File: src/rtl/engagement_sequencer.sv
// rtl/engagement_sequencer.sv - radar scan arbitration, supervision and engagement handshake sequencer
module engagement_sequencer #(
    parameter int unsigned PATROL_PERIOD = 1000,
    parameter int unsigned SCAN_TIMEOUT  = 255,
    parameter int unsigned COOLDOWN      = 16
) (
    input  logic        CLK,
    input  logic        RST,
    input  logic        pilot_req,
    input  logic [1:0]  artau_state,
    input  logic        threat_detected,
    input  logic [31:0] distance_to_target,
    input  logic [1:0]  ecsu_state,
    input  logic        emergency_landing_alert,
    input  logic        engage_ack,
    output logic        scan_for_target,
    output logic        pilot_gnt,
    output logic        engage_req,
    output logic [31:0] engage_distance,
    output logic        abort,
    output logic [7:0]  scan_count,
    output logic [7:0]  engage_count,
    output logic [2:0]  seq_state
);

    typedef enum logic [2:0] {
        ST_IDLE      = 3'd0,
        ST_SCAN      = 3'd1,
        ST_WAIT_BUSY = 3'd2,
        ST_WAIT_DONE = 3'd3,
        ST_ENGAGE    = 3'd4,
        ST_HOLD      = 3'd5,
        ST_LOCKOUT   = 3'd6
    } state_t;

    localparam logic [1:0] ARTAU_IDLE     = 2'b00;
    localparam logic [1:0] ECSU_ALL_CLEAR = 2'b00;
    localparam logic [1:0] ECSU_CAUTION   = 2'b01;

    localparam int unsigned PAT_W   = $clog2(PATROL_PERIOD);
    localparam int unsigned CNT_MAX = (SCAN_TIMEOUT > COOLDOWN) ? SCAN_TIMEOUT : COOLDOWN;
    localparam int unsigned CNT_W   = $clog2(CNT_MAX + 1);

    localparam logic [PAT_W-1:0] PAT_LAST = PAT_W'(PATROL_PERIOD - 1);
    localparam logic [CNT_W-1:0] TO_LAST  = CNT_W'(SCAN_TIMEOUT - 1);
    localparam logic [CNT_W-1:0] CD_LAST  = CNT_W'(COOLDOWN - 1);

    state_t            state_q, state_d;
    logic [PAT_W-1:0]  patrol_cnt_q, patrol_cnt_d;
    logic              patrol_pending_q, patrol_pending_d;
    logic [CNT_W-1:0]  wait_cnt_q, wait_cnt_d;
    logic              scan_q, scan_d;
    logic              gnt_q, gnt_d;
    logic              engage_req_q, engage_req_d;
    logic              abort_q, abort_d;
    logic [31:0]       engage_distance_q, engage_distance_d;
    logic [7:0]        scan_count_q, scan_count_d;
    logic [7:0]        engage_count_q, engage_count_d;

    logic              patrol_tc;
    logic              grant_patrol;
    logic              timeout;
    logic              weather_ok;
    logic              weather_bad;

    always_comb begin
        state_d           = state_q;
        scan_d            = 1'b0;
        gnt_d             = 1'b0;
        abort_d           = 1'b0;
        engage_distance_d = engage_distance_q;
        scan_count_d      = scan_count_q;
        engage_count_d    = engage_count_q;
        grant_patrol      = 1'b0;

        patrol_tc    = (patrol_cnt_q == PAT_LAST);
        patrol_cnt_d = patrol_tc ? '0 : patrol_cnt_q + 1'b1;
        timeout      = (wait_cnt_q == TO_LAST);
        weather_ok   = (ecsu_state == ECSU_ALL_CLEAR) || (ecsu_state == ECSU_CAUTION);
        weather_bad  = !weather_ok;

        // The landing alert pre-empts every state, including grants in IDLE.
        if (emergency_landing_alert) begin
            state_d = ST_LOCKOUT;
        end else begin
            case (state_q)
                ST_IDLE: begin
                    if (pilot_req) begin
                        state_d = ST_SCAN;
                        scan_d  = 1'b1;
                        gnt_d   = 1'b1;
                    end else if (patrol_pending_q) begin
                        state_d      = ST_SCAN;
                        scan_d       = 1'b1;
                        grant_patrol = 1'b1;
                    end
                end
                ST_SCAN: state_d = ST_WAIT_BUSY;
                ST_WAIT_BUSY: begin
                    if (artau_state != ARTAU_IDLE) begin
                        state_d = ST_WAIT_DONE;
                    end else if (timeout) begin
                        state_d      = ST_HOLD;
                        abort_d      = 1'b1;
                        scan_count_d = scan_count_q + 8'd1;
                    end
                end
                ST_WAIT_DONE: begin
                    if (threat_detected && weather_ok) begin
                        state_d           = ST_ENGAGE;
                        engage_distance_d = distance_to_target;
                    end else if (threat_detected) begin
                        state_d = ST_HOLD;
                    end else if (artau_state == ARTAU_IDLE) begin
                        state_d = ST_HOLD;
                    end else if (timeout) begin
                        state_d = ST_HOLD;
                        abort_d = 1'b1;
                    end
                    if (state_d != ST_WAIT_DONE) begin
                        scan_count_d = scan_count_q + 8'd1;
                    end
                end
                ST_ENGAGE: begin
                    if (engage_ack) begin
                        state_d        = ST_HOLD;
                        engage_count_d = engage_count_q + 8'd1;
                    end else if (weather_bad || timeout) begin
                        state_d = ST_HOLD;
                        abort_d = 1'b1;
                    end
                end
                ST_HOLD: begin
                    if (wait_cnt_q == CD_LAST) begin
                        state_d = ST_IDLE;
                    end
                end
                ST_LOCKOUT: state_d = ST_IDLE;
                default:    state_d = ST_IDLE;
            endcase
        end

        // A terminal count in the same cycle as a patrol grant starts a new period.
        if (patrol_tc) begin
            patrol_pending_d = 1'b1;
        end else if (grant_patrol) begin
            patrol_pending_d = 1'b0;
        end else begin
            patrol_pending_d = patrol_pending_q;
        end

        wait_cnt_d   = (state_d != state_q) ? '0 : wait_cnt_q + 1'b1;
        engage_req_d = (state_d == ST_ENGAGE);
    end

    always_ff @(posedge CLK) begin
        if (!RST) begin
            state_q           <= ST_IDLE;
            patrol_cnt_q      <= '0;
            patrol_pending_q  <= 1'b0;
            wait_cnt_q        <= '0;
            scan_q            <= 1'b0;
            gnt_q             <= 1'b0;
            engage_req_q      <= 1'b0;
            abort_q           <= 1'b0;
            engage_distance_q <= 32'd0;
            scan_count_q      <= 8'd0;
            engage_count_q    <= 8'd0;
        end else begin
            state_q           <= state_d;
            patrol_cnt_q      <= patrol_cnt_d;
            patrol_pending_q  <= patrol_pending_d;
            wait_cnt_q        <= wait_cnt_d;
            scan_q            <= scan_d;
            gnt_q             <= gnt_d;
            engage_req_q      <= engage_req_d;
            abort_q           <= abort_d;
            engage_distance_q <= engage_distance_d;
            scan_count_q      <= scan_count_d;
            engage_count_q    <= engage_count_d;
        end
    end

    assign scan_for_target = scan_q;
    assign pilot_gnt       = gnt_q;
    assign engage_req      = engage_req_q;
    assign engage_distance = engage_distance_q;
    assign abort           = abort_q;
    assign scan_count      = scan_count_q;
    assign engage_count    = engage_count_q;
    assign seq_state       = state_q;

endmodule

File: config.mk
export PLATFORM = sky130hd
export DESIGN_NAME = engagement_sequencer
export DESIGN_NICKNAME = d
export VERILOG_FILES = /design/src/rtl/engagement_sequencer.sv
export SDC_FILE = /design/constraint.sdc
export NUM_CORES = 1
export LEC_CHECK = 0
export ABC_AREA = 0
export ABC_CLOCK_PERIOD_IN_PS = 2200
export BUFFER_PORTS_ARGS = -buffer_cell sky130_fd_sc_hd__buf_4
export CAP_MARGIN = 0
export CORE_ASPECT_RATIO = 2
export CORE_MARGIN = 2
export CORE_UTILIZATION = 51
export CTS_CLUSTER_SIZE = 12
export DETAILED_ROUTE_END_ITERATION = 6
export GPL_ROUTABILITY_DRIVEN = 0
export MAX_ROUTING_LAYER = met4
export PLACE_DENSITY = 0.79
export SYNTH_ARGS = -nofsm -noshare
export SYNTH_HDL_FRONTEND = slang
export SYNTH_SLANG_ARGS = --single-unit
File: constraint.sdc
create_clock -name CLK -period 2.2 [get_ports CLK]
set_input_delay 0.22 -clock CLK [delete_from_list [all_inputs] [get_ports CLK]]
set_output_delay 0.22 -clock CLK [all_outputs]
set_load 0.1 [all_outputs]
Word level (Yosys, flattened, before mapping)

Cells that the tools add are included.

Flip-flop bits (word level): 74
Word-level logic and storage cells: 84
Bits of input ports: 42

Multiplexer cells: 34
Add/sub/neg operators: 4
Bitwise operators: 3
Equality and inequality tests: 15
Reductions and logical operators: 17

Operators with widths:

| kind                                           | number |
|---|---|
| 2-to-1 mux 3 bit                               | 13 |
| adder 8 x 1 -> 8 bit (second input constant)   | 3 |
| 2-to-1 mux 8 bit                               | 3 |
| one-hot mux 3 bit (6 select lines)             | 1 |
| one-hot mux 8 bit (2 select lines)             | 1 |
| 2-to-1 mux 1 bit                               | 15 |
| adder 10 x 1 -> 10 bit (second input constant) | 1 |
| == test 10 bit (second input constant)         | 1 |
| == test 3 bit (second input constant)          | 3 |
| == test 8 x 4 -> 1 bit (second input constant) | 1 |
| == test 8 bit (second input constant)          | 1 |
| == test 3 x 2 -> 1 bit (second input constant) | 2 |
| != test 2 bit (second input constant)          | 3 |
| AND reduction 3 bit                            | 2 |
| nonzero test 2 bit                             | 3 |
| OR reduction 2 bit                             | 3 |
| AND reduction 5 bit                            | 1 |
| zero test 2 bit                                | 2 |
| == test 3 x 1 -> 1 bit (second input constant) | 1 |
| zero test 3 bit                                | 1 |
| != test 3 x 2 -> 1 bit (second input constant) | 1 |
| != test 3 bit                                  | 1 |
| inverter 1 bit                                 | 3 |
| one-hot mux 1 bit (3 select lines)             | 1 |
| other kinds (5)                                | 6 |

Depth between registers and ports, before layout

Word-level depth: 11
Depth in mapped cells: 9

Least setup slack after synthesis

OpenSTA, ideal clock, no wires.

Path kind: reg2reg
Start: register state_q[1] (netlist: seq_state[1])
End: register wait_cnt_q[2]
Setup time: 0.139 ns
Path buffers: 3
Arrival time: 2.334 ns
Stages on the path, launching flop included: 9
Setup slack: -0.273 ns
Required time: 2.061 ns
Cells stage by stage: dfxtp_1 -> buf_2 -> nand2b_4 -> buf_6 -> or3b_1 -> a311oi_1 -> or3_1 -> buf_4 -> nor3_1

Cells in the longest elaborated chain, start to end: 10
Elaborated cells between the ends (all ways): 22

RTL lines:

| element                            | RTL line | source |
|---|---|---|
| start, declared                    | 48       | `state_t state_q, state_d;` |
| start signal, assigned             | 170      | `state_q <= state_d;` |
| 2-to-1 mux 3 bit                   | 102, 116 |  |
| 2-to-1 mux 3 bit                   | 114      | `end else if (artau_state == ARTAU_IDLE) begin` |
| 2-to-1 mux 3 bit                   | 112      | `end else if (threat_detected) begin` |
| 2-to-1 mux 3 bit                   | 109      | `if (threat_detected && weather_ok) begin` |
| 2-to-1 mux 3 bit                   | 86       | `case (state_q)` |
| 2-to-1 mux 3 bit                   | 83       | `if (emergency_landing_alert) begin` |
| one-hot mux 3 bit (6 select lines) | 86       |  |
| 2-to-1 mux 3 bit                   | 83       |  |
| != test 3 bit (*)                  | 152      | `wait_cnt_d = (state_d != state_q) ? '0 : wait_cnt_q + 1'b1;` |
| OR reduction 2 bit (no line) (*)   | -        |  |
| end signal, assigned               | 173      | `wait_cnt_q <= wait_cnt_d;` |
| end, declared                      | 51       | `logic [CNT_W-1:0] wait_cnt_q, wait_cnt_d;` |

Mark *: on every way between the ends. The rest lies on a longest branch, timed or not. The select of a mux whose other input is x is not followed.
A chain may end at the register's enable or synchronous reset.

Worst setup path after layout

Start: register wait_cnt_q[0]
End: register wait_cnt_q[5]

Cells in the longest elaborated chain, start to end: 11
Elaborated cells between the ends (all ways): 18

RTL lines:

| element                            | RTL line | source |
|---|---|---|
| == test 8 bit                      | 78       | `timeout = (wait_cnt_q == TO_LAST);` |
| 2-to-1 mux 3 bit                   | 102, 116 |  |
| 2-to-1 mux 3 bit                   | 114      |  |
| 2-to-1 mux 3 bit                   | 112      |  |
| 2-to-1 mux 3 bit                   | 109      |  |
| 2-to-1 mux 3 bit                   | 86       |  |
| 2-to-1 mux 3 bit                   | 83       |  |
| one-hot mux 3 bit (6 select lines) | 86       |  |
| 2-to-1 mux 3 bit                   | 83       |  |
| != test 3 bit                      | 152      |  |
| OR reduction 2 bit (no line)       | -        |  |

Parallel ways exist; a longest one is shown, timed or not. The select of a mux whose other input is x is not followed.

==> impl_metrics.tcl <==
set metrics [dict create \
    clkTransAtPathRegs_ns 0.06 \
    cp_slowest_cell "or3_1" \
    dpl.hpwl_mm 5.28 \
    final_cell_mix "buf_4 (99), nand2_1 (80), dfxtp_1 (71), a21oi_1 (44), nor2_1 (36)" \
    final_common_cell "buf_4" \
    run_status "finished clean" \
    period_share_pct 92.8 \
    grt_max_degree 45 \
    cts_hold_buffers 0 \
    final_cell_area_mm2 0.00425 \
    rsz0062_at_grt "no" \
    slowest_delay_ns 0.53 \
    synth_seq_cells 74 \
    drv_slew 0 \
    switching_share_pct 23.1 \
    syn_avg_cell_area_um2 8.30 \
    ys_seq_area_share_pct 46.4 \
    synth_ff_type "dfxtp_1" \
    arrival_ns 2.29 \
    p_comb_share_pct 8.6 \
    dieHeight_um 116 \
    cts_resized 0 \
    drtIter0Drc 146 \
    power_density_mw_per_mm2 733 \
    start_util_pct 52.7 \
    yosysWarningCount 0 \
    portBuffers 95 \
    crit_fanout 8 \
    worst_pin_slew_ns 0.618 \
    synth-edff-count 0 \
    p_clk_share_pct 47.0 \
    cts_tree "done" \
    grt_overflow 0 \
    fin_tns_setup_ns 0 \
    clock_skew_ns 0.00381 \
    path_class "reg -> reg" \
    postRouteAntennaNets 0 \
    area_delta_synth_final_pct 33.0 \
    synth_top_area_share_pct 46.4 \
    vias 2948 \
    yosysTopAreaCell "dfxtp_1" \
    p_sw_mw 0.719 \
    max_freq_mhz 490 \
    ys_types 48 \
    setup_viol 0 \
    drt_wl_total_mm 7.41 \
    grt_pass1_vias 2725 \
    numCtsBuffers 9 \
    antenna_found_initial 0 \
    viasPerCell 5.23 \
    post_drt_wl_per_cell_um 13.1 \
    final_nets 522 \
    cts_sinks 74 \
    htreeDepth 3 \
    min_period_ns 2.04 \
    ys_async_sr_fraction_pct 0 \
    power.leakage_nw 1.75 \
    root_buffer "clkbuf_16" \
    drcViolationCount 0 \
    yosys-top-cells-area "dfxtp_1 (46%), nand2_1 (9.4%), a21oi_1 (6.9%)" \
    core_area_mm2 0.00606 \
    cp-end-kind "register" \
    hold_viol 0 \
    layout-drive-gt1-share_pct 26.5 \
    slew_headroom_pct 58.8 \
    num_rows 40 \
    clkLatencyLatePin_ns 0.33 \
    hp-class "in -> reg" \
    gr-usage-all-layers_pct 22.8 \
    finalHoldWorstSlack_ns 0.133 \
    ir_worst_vdd_v 0.000538 \
    ios 97 \
    grt_pass1_wl_mm 11.6 \
    worst_setup_path_start_kind "register" \
    internal_power_mw 2.39 \
    syn_nets 432 \
    fin_util_pct 70.1 \
    die_x_um 60.0 \
    power.total_mw 3.11 \
    antenna_cells 0 \
    cap_violations 0 \
    path_cells "inv_1 > ha_1 > and3_1 > nand2_1 > a311oi_1 > or3_1 > nor3_1" \
    place_area_mm2 0.00394 \
    clockBufferDepth 2 \
    dieArea_mm2 0.00695 \
    rrSetupSlack_ns 0.16 \
    syn_inst 385 \
    dr.pass1.iters 4 \
    netlist_area_mm2 0.00319 \
    crit_required_ns 2.45 \
    cts_setup_buffers 0 \
    seq_power_share_pct 44.4 \
]
==> synthesized netlist by cell type, types with 2 or more instances <==
master,n
a31oi_1,4
nor3_1,9
xor2_1,12
a21oi_1,44
clkbuf_1,9
xnor2_1,9
buf_2,8
nand2b_1,6
inv_1,6
ha_1,5
nor2_1,36
dfxtp_1,74
mux2i_1,5
and3_1,9
nand2_1,80
o21ai_0,9
nand3_1,13
or3_1,3
nor4_1,3
and2_1,5
buf_6,2
nand4_1,7
o21bai_1,2
==> critical path, delay by kind of cell (launching register included) <==
kind	cells	cell delay, ns
simple gates	4	1.14
flops	1	0.41
compound gates	1	0.11
fa+ha+maj	1	0.23
buf+inv	1	0.07
==> power groups by stage <==
stage               logic (mW)  clock network (mW)  registers [mW]
floorplan                0.126                   0            1.46
global placement         0.262                   0            1.41
detailed placement       0.265                   0            1.41
CTS                      0.267                1.50            1.38
global route             0.287                1.55            1.39
finish                   0.266                1.46            1.38
==> final timing paths <==
| check | to | startpoint | cells after the start |
|---|---|---|---|
| setup / recovery | wait_cnt_q[5] | wait_cnt_q[0] | 7 |
| hold / removal | engage_distance[11] | distance_to_target[11] | 3 |
| setup reg to reg | wait_cnt_q[5] | wait_cnt_q[0] | 7 |
| hold reg to reg | engage_distance[17] | engage_distance[17] | 2 |
==> layer usage <==
layer	share of wire (%)	wire, um	vias to the layer above	track usage [%]
li1	-	-	1491	-
met1	38	2810	1338	22.0
met2	52	3820	99	38.4
met3	7.4	549	20	7.25
met4	3.1	227	0	13.2
met5	0	0	-	-
==> final cells by class <==
class | instances | area, um2
clock buffer | 11 | 253
clock inverter | 5 | 52.6
fill | 483 | 1810
inverter | 6 | 22.5
multi-input combinational | 285 | 1590
sequential | 74 | 1490
tap | 84 | 105
timing repair buffer | 99 | 743
==> flip-flops by register name, indices dropped and copies added, names as in the netlist <==
signal / cells
engage_distance: 32
patrol_cnt_q: 10
engage_count: 8
scan_count: 8
wait_cnt_q: 8
seq_state: 3
abort: 1
engage_req: 1
patrol_pending_q: 1
pilot_gnt: 1
scan_for_target: 1
==> through the flow <==
step	setup slack, ns	std cells
2_1_floorplan	0.0622	385
3_3_place_gp	0.316	548
3_5_place_dp	0.255	548
4_1_cts	0.186	564
5_1_grt	0.0373	564
6_report	0.158	564
==> logic make-up after synthesis <==
logic type,after synthesis,share of synthesized area [%]
AND/OR/NAND/NOR,182,27.6
flip-flops,74,46.4
AO/OA/AOI/OAI,72,12.8
buffers and inverters,26,3.96
XOR/XNOR,21,5.76
multiplexers,5,1.57
adder cells (fa/ha/maj),5,1.96
Note: power is estimated with default switching activity, not from simulation.
